==> config.mk <==
export PLATFORM = sky130hd
export DESIGN_NAME = adder_sub_arbiter
export DESIGN_NICKNAME = d
export VERILOG_FILES = /design/src/rtl/adder_sub_arbiter.sv
export SDC_FILE = /design/constraint.sdc
export NUM_CORES = 1
export LEC_CHECK = 0
export BUFFER_PORTS_ARGS = -buffer_cell sky130_fd_sc_hd__clkbuf_2
export CAP_MARGIN = 20
export CORE_MARGIN = 1
export CORE_UTILIZATION = 35
export DETAILED_ROUTE_END_ITERATION = 16
export GPL_ROUTABILITY_DRIVEN = 1
export RECOVER_POWER = 100
export SLEW_MARGIN = 20
export SYNTH_ARGS = -nofsm -noshare
export SYNTH_HDL_FRONTEND = slang
export SYNTH_SLANG_ARGS = --single-unit
==> constraint.sdc <==
create_clock -name clk -period 3.2 [get_ports clk]
set_input_delay 0.32 -clock clk [delete_from_list [all_inputs] [get_ports clk]]
set_output_delay 0.32 -clock clk [all_outputs]
set_load 0.01 [all_outputs]
==> src/rtl/adder_sub_arbiter.sv <==
// ---------------------------------------------------------------------------
// adder_sub_arbiter
//
// Shares one external 8-bit adder_sub between two requesters. A wide
// (8*BYTES-bit) add or subtract is run through the adder one byte at a time,
// LSB first, with the carry chained between bytes. Subtraction is done in add
// mode: B is inverted when the operation is accepted and the initial carry is 1.
// Requesters are served round-robin, and results come back on a single
// response port.
//
// Ports
//   clk, reset_n                 clock, synchronous active-low reset
//   req{0,1}_valid/ready         request handshake (ready is combinational)
//   req{0,1}_a/_b/_sub           operands and op select (1 = A-B)
//   rsp_valid/ready              response handshake
//   rsp_id, rsp_result, rsp_carry  owner, W-bit result, final carry (1 = no borrow)
//   add_a/_b/_add_en/_sub_en/_carry_in   drive the shared adder_sub
//   add_data_out/_carry_out/_out_en      read back from the shared adder_sub
// ---------------------------------------------------------------------------
module adder_sub_arbiter #(
  parameter  int BYTES = 4,
  localparam int W     = 8 * BYTES
) (
  input  logic         clk,
  input  logic         reset_n,

  input  logic         req0_valid,
  output logic         req0_ready,
  input  logic [W-1:0] req0_a,
  input  logic [W-1:0] req0_b,
  input  logic         req0_sub,

  input  logic         req1_valid,
  output logic         req1_ready,
  input  logic [W-1:0] req1_a,
  input  logic [W-1:0] req1_b,
  input  logic         req1_sub,

  output logic         rsp_valid,
  input  logic         rsp_ready,
  output logic         rsp_id,
  output logic [W-1:0] rsp_result,
  output logic         rsp_carry,

  output logic [7:0]   add_a,
  output logic [7:0]   add_b,
  output logic         add_add_en,
  output logic         add_sub_en,
  output logic         add_carry_in,
  input  logic [7:0]   add_data_out,
  input  logic         add_carry_out,
  input  logic         add_out_en
);

  localparam int IDX_W = (BYTES > 1) ? $clog2(BYTES) : 1;
  localparam logic [IDX_W-1:0] LAST_IDX = IDX_W'(BYTES - 1);

  typedef enum logic [1:0] {IDLE, EXEC, DONE} state_t;

  state_t           state_q, state_d;
  logic [W-1:0]     a_q, b_q;        // b_q already holds ~B for subtraction
  logic [W-1:0]     result_q;
  logic [IDX_W-1:0] idx_q;
  logic             carry_q;
  logic             id_q;
  logic             last_q;          // requester served most recently

  logic             grant;
  logic             accept;
  logic             byte_done;
  logic             last_byte;
  logic             sel_sub;

  // Arbitration: a lone requester wins; on a tie the one not served last wins.
  always_comb begin
    if (req0_valid && req1_valid) grant = ~last_q;
    else                          grant = req1_valid;
  end

  // Gating with reset_n keeps both readies low while reset is held.
  assign accept     = reset_n && (state_q == IDLE) && (req0_valid || req1_valid);
  assign req0_ready = accept && !grant;
  assign req1_ready = accept &&  grant;
  assign sel_sub    = grant ? req1_sub : req0_sub;

  assign byte_done  = (state_q == EXEC) && add_out_en;
  assign last_byte  = (idx_q == LAST_IDX);

  // State register.
  // NOTE: every clocked block uses non-blocking (<=) assignments so all
  // registers update together from pre-edge values.
  always_ff @(posedge clk) begin
    if (!reset_n) state_q <= IDLE;
    else          state_q <= state_d;
  end

  // Next-state logic.
  // NOTE: a default is assigned first so no path leaves state_d unassigned,
  // which would otherwise infer a latch.
  always_comb begin
    state_d = state_q;
    unique case (state_q)
      IDLE: if (accept)                  state_d = EXEC;
      EXEC: if (byte_done && last_byte)  state_d = DONE;
      DONE: if (rsp_ready)               state_d = IDLE;
      default:                           state_d = IDLE;
    endcase
  end

  // Output logic: adder is only driven during EXEC; a stall simply re-drives
  // the same byte because idx_q and carry_q hold.
  always_comb begin
    add_a        = '0;
    add_b        = '0;
    add_add_en   = 1'b0;
    add_carry_in = 1'b0;
    if (state_q == EXEC) begin
      add_a        = a_q[{idx_q, 3'b000} +: 8];
      add_b        = b_q[{idx_q, 3'b000} +: 8];
      add_add_en   = 1'b1;
      add_carry_in = carry_q;
    end
  end

  assign add_sub_en = 1'b0;
  assign rsp_valid  = (state_q == DONE);
  assign rsp_result = result_q;
  assign rsp_carry  = carry_q;
  assign rsp_id     = id_q;

  // Operand capture.
  // NOTE: operand registers carry no reset; they are always loaded at accept
  // before they are used, and the adder outputs are masked outside EXEC.
  always_ff @(posedge clk) begin
    if (accept) begin
      a_q <= grant ? req1_a : req0_a;
      b_q <= sel_sub ? ~(grant ? req1_b : req0_b) : (grant ? req1_b : req0_b);
    end
  end

  // Control and result registers.
  always_ff @(posedge clk) begin
    if (!reset_n) begin
      idx_q    <= '0;
      carry_q  <= 1'b0;
      id_q     <= 1'b0;
      result_q <= '0;
      last_q   <= 1'b1;
    end else begin
      if (accept) begin
        carry_q <= sel_sub;
        idx_q   <= '0;
        id_q    <= grant;
      end
      if (byte_done) begin
        result_q[{idx_q, 3'b000} +: 8] <= add_data_out;
        carry_q                        <= add_carry_out;
        if (!last_byte) idx_q <= idx_q + 1'b1;
      end
      // Round-robin pointer moves at response handoff, not at accept.
      if ((state_q == DONE) && rsp_ready) last_q <= id_q;
    end
  end

endmodule

==> flow_results.xml <==
<?xml version="1.0" encoding="UTF-8"?>
<metrics>
  <group name="cells_and_area">
    <metric name="final_net_count" unit="">754</metric>
    <metric name="area_delta_synth_final" unit="%">26.23</metric>
    <metric name="fraction_of_final_layout_cells_with_drive_strength_greater_than_1" unit="%">37.93</metric>
    <metric name="fillers" unit="">1354</metric>
    <metric name="final_design_area_no_fill" unit="um2">6540</metric>
    <metric name="mostFrequentLayoutCells" unit="">clkbuf_2, edfxtp_1, nand2_1</metric>
    <metric name="antenna_cells" unit="">0</metric>
    <metric name="final_common_cell" unit="">clkbuf_2</metric>
  </group>
  <group name="clocking">
    <metric name="clkSinkCount" unit="">103</metric>
    <metric name="post-cts-setup-buffers" unit="">0</metric>
    <metric name="clock-root-buffer" unit="">clkbuf_16</metric>
    <metric name="cts_buffer_depth" unit="">2</metric>
    <metric name="clock_transition_at_the_register_clock_pins_on_the_worst_setup_and_hold_paths_after_cts" unit="ns">0.07</metric>
    <metric name="cts_max_level" unit="">3</metric>
    <metric name="clock_latency" unit="ns">0.35</metric>
    <metric name="holdBufCountCts" unit="">0</metric>
    <metric name="tritoncts_clock_tree" unit="">done</metric>
    <metric name="number_of_buffers_inserted_during_clock_tree_synthesis" unit="">9</metric>
    <metric name="cts_resized" unit="">0</metric>
  </group>
  <group name="detailed_routing">
    <metric name="antenna_violating_nets_post_route" unit="">0</metric>
    <metric name="route.vias.total" unit="">3787</metric>
    <metric name="drt_pass1_iterations" unit="">4</metric>
    <metric name="first_iter_violations" unit="">172</metric>
    <metric name="wl_per_cell" unit="um">15.24</metric>
    <metric name="remaining_drc_errors" unit="">0</metric>
    <metric name="detail_route.vias_per_cell" unit="">4.776</metric>
    <metric name="total_routed_length" unit="um">12090</metric>
  </group>
  <group name="global_route">
    <metric name="antenna_found_initial" unit="">0</metric>
    <metric name="grt_use_total" unit="%">16.05</metric>
    <metric name="overflow" unit="">0</metric>
    <metric name="number_of_global_route_vias_before_repair" unit="">3534</metric>
    <metric name="grt_max_degree" unit="">53</metric>
    <metric name="use_met2" unit="%">25.24</metric>
    <metric name="met1_usage" unit="%">20.14</metric>
    <metric name="grt_first_pass_wirelength" unit="um">18010</metric>
    <metric name="globalRoute.busiestLayer" unit="">met2</metric>
    <metric name="grt_util_met3" unit="%">4.945</metric>
  </group>
  <group name="die">
    <metric name="initial_core_util" unit="%">35.78</metric>
    <metric name="die_h" unit="um">123.7</metric>
    <metric name="floorplan.die_area" unit="um2">15290</metric>
    <metric name="floorplan.rows" unit="">44</metric>
    <metric name="placeable_core_area" unit="um2">14480</metric>
    <metric name="die_width" unit="um">123.7</metric>
    <metric name="io_pins" unit="">201</metric>
  </group>
  <group name="power_and_ir_drop">
    <metric name="p_leak" unit="uW">0.002554</metric>
    <metric name="power.combinational.fraction" unit="%">16.6</metric>
    <metric name="switchingPower" unit="uW">759.7</metric>
    <metric name="pwr_density_cell" unit="nW/um2">465.6</metric>
    <metric name="peakVddDrop" unit="V">0.0002483</metric>
    <metric name="p_seq_share" unit="%">51.0</metric>
    <metric name="p_clk_share" unit="%">32.5</metric>
    <metric name="p_int" unit="uW">2285</metric>
    <metric name="netSwitchingFraction" unit="%">24.95</metric>
  </group>
  <group name="synthesis">
    <metric name="syn-num-nets" unit="">565</metric>
    <metric name="synth.cell_area" unit="um2">5181</metric>
    <metric name="ys_types" unit="">34</metric>
    <metric name="yosysWarningCount" unit="">0</metric>
    <metric name="syn_inst" unit="">415</metric>
    <metric name="synth_sequential_area_ratio" unit="%">52.16</metric>
    <metric name="synthesis.area_per_instance" unit="um2">12.48</metric>
    <metric name="synth_seq_cells" unit="">103</metric>
  </group>
  <group name="sta">
    <metric name="setup_total_negative_slack" unit="ns">0</metric>
    <metric name="clock.fmax" unit="MHz">379.9</metric>
    <metric name="tightestPinTransition" unit="ns">1.416</metric>
    <metric name="number_of_pins_with_negative_max_slew_slack_in_the_final_report" unit="">0</metric>
    <metric name="timing.final.crit_period" unit="ns">2.632</metric>
    <metric name="fin_worst_skew" unit="ns">0.007204</metric>
    <metric name="maxSlewHeadroom" unit="%">5.429</metric>
    <metric name="final_critical_path_setup_slack" unit="ns">0.5679</metric>
    <metric name="period_share" unit="%">82.25</metric>
    <metric name="rsz0062_at_grt" unit="">false</metric>
    <metric name="finalHoldViolCount" unit="">0</metric>
    <metric name="finalSetupViolCount" unit="">0</metric>
  </group>
  <group name="placement">
    <metric name="placement.io_buffers" unit="">199</metric>
    <metric name="place_area" unit="um2">6340</metric>
    <metric name="dp.final_hpwl" unit="um">9015</metric>
    <metric name="routabilityCongestion" unit="">0.8173</metric>
    <metric name="post_place_setup_slack" unit="ns">0.8387</metric>
  </group>
  <group name="job">
    <metric name="total_of_max_cap_violations" unit="">0</metric>
  </group>
  <group name="hold_path">
    <metric name="hp-start" unit="">add_data_out[0]</metric>
    <metric name="min_delay_worst_type" unit="">in2reg</metric>
  </group>
  <group name="critical_path">
    <metric name="worst-endpoint-required" unit="ns">2.88</metric>
    <metric name="worstSetupStartpoint" unit="">state_q[0]</metric>
    <metric name="r2r-start" unit="">idx_q[0]</metric>
    <metric name="critPathKind" unit="">reg2out</metric>
    <metric name="critical_path.n_buffers_inverters" unit="">1</metric>
    <metric name="cells_traversed_along_the_worst_timing_path" unit="">nor2b_1, and2_1, clkbuf_2</metric>
    <metric name="timing.critical_path.slowest_stage_cell" unit="">nor2b_1</metric>
    <metric name="critPathMaxFanout" unit="">19</metric>
    <metric name="critical_path.top_delay_family" unit="">simple AND/OR/NAND/NOR gates</metric>
    <metric name="timing.critical_path.slowest_cell_delay" unit="ns">1.10</metric>
    <metric name="worstSetupStartpointType" unit="">register</metric>
    <metric name="crit_end_category" unit="">output pin</metric>
    <metric name="timing.critical_path.arrival" unit="ns">2.31</metric>
  </group>
  <group name="outcome">
    <metric name="result_of_the_run" unit="">completed</metric>
  </group>
</metrics>
==> worst paths after layout <==
kind | endpoint | slack (ns) | depth (start not counted)
min reg2reg | rsp_result[11] | 0.46 | 2
min | rsp_result[24] | 0.27 | 3
max | add_a[7] | 0.57 | 3
max reg2reg | rsp_result[20] | 0.58 | 6
==> synthesized netlist by cell type <==
library cell  count  area, um2
nor3b_1           2      15.01
buf_1             1      3.750
nor2_1            4      15.01
nand2b_1          3      18.77
nor4bb_1          1      10.01
a21boi_1          3      22.52
conb_1            1      3.750
nand3b_1          1      7.510
xor2_1           32      280.3
buf_4             5      37.54
mux2i_4           1      22.52
nand3_1          32      160.2
buf_2            11      55.05
edfxtp_1         64       1922
mux2_2           32      360.4
o311a_1           1      10.01
a21boi_0         25      187.7
and2_1           21      131.4
mux4_2           16      360.4
o21ai_0           8      40.04
clkbuf_1          8      30.03
o21ai_1           1      5.000
ha_1              5      62.56
nand4_1           2      12.51
mux2i_1          33      330.3
inv_1             4      15.01
nor2b_1           7      43.79
and3b_1           1      8.760
nor3_2            1      10.01
buf_6             3      33.78
o22ai_1           2      12.51
nand2_1          44      165.2
o21a_1            1      7.510
dfxtp_1          39      780.8
==> power groups by stage <==
stage | clock network [uW] | logic, uW | registers (uW)
5_1_grt | 1070 | 558 | 1560
4_1_cts | 1020 | 526 | 1550
2_1_floorplan | 0 | 327 | 1570
3_3_place_gp | 0 | 515 | 1580
3_5_place_dp | 0 | 524 | 1580
6_report | 988 | 505 | 1550
==> cell families (layout without fill, tap and decap cells) <==
family | Yosys count | count (layout) | synth area share (%)
flops | 103 | 103 | 52.16
compound gates | 41 | 41 | 5.506
mux | 82 | 82 | 20.72
simple gates | 119 | 119 | 11.54
other cells | 1 | 1 | 0.07238
fa+ha+maj | 5 | 5 | 1.207
xor+xnor | 32 | 32 | 5.409
buf+inv | 32 | 226 | 3.381
==> final cells by class <==
| cell class | count | area, um2 | area share, % |
|---|---|---|---|
| Sequential cell | 103 | 2704 | 41.34 |
| Multi-Input combinational cell | 280 | 2310 | 35.32 |
| Clock inverter | 7 | 40.04 | 0.6122 |
| Timing Repair Buffer | 206 | 1016 | 15.53 |
| Inverter | 4 | 15.01 | 0.2296 |
| Clock buffer | 9 | 225.2 | 3.444 |
| Tap cell | 184 | 230.2 | 3.520 |
==> sequential cells by signal, indices dropped and copies added (netlist names) <==
register	flops
rsp_id	1
a_q	32
rsp_carry	1
rsp_result	32
last_q	1
idx_q	2
state_q	2
b_q	32
==> tightest hold or removal path, delay by kind of cell <==
family                 cells  cell delay [ns]
buffers and inverters      1             0.13
and+or+nand+nor            1             0.06
AOI/OAI and AO/OA          1             0.06
==> layer usage <==
| metal | part of all wire, % | up-vias |
|---|---|---|
| li1 | - | 1872 |
| met1 | 43 | 1738 |
| met2 | 45 | 161 |
| met3 | 9.6 | 16 |
| met4 | 2.0 | 0 |
| met5 | 0 | - |
==> stage by stage <==
stage / utilization, % / hold slack [ns] / instances / power [uW]
after floorplan: - / 0.4599 / 415 / 1896
after global placement: 43.79 / 0.4486 / 777 / 2094
after detailed placement: 43.79 / 0.4575 / 777 / 2108
after CTS: 45.62 / 0.2585 / 793 / 3098
after global routing: 45.17 / 0.2695 / 793 / 3185
final: 45.17 / 0.2725 / 793 / 3045
Note: power is estimated with default switching activity, not from simulation.
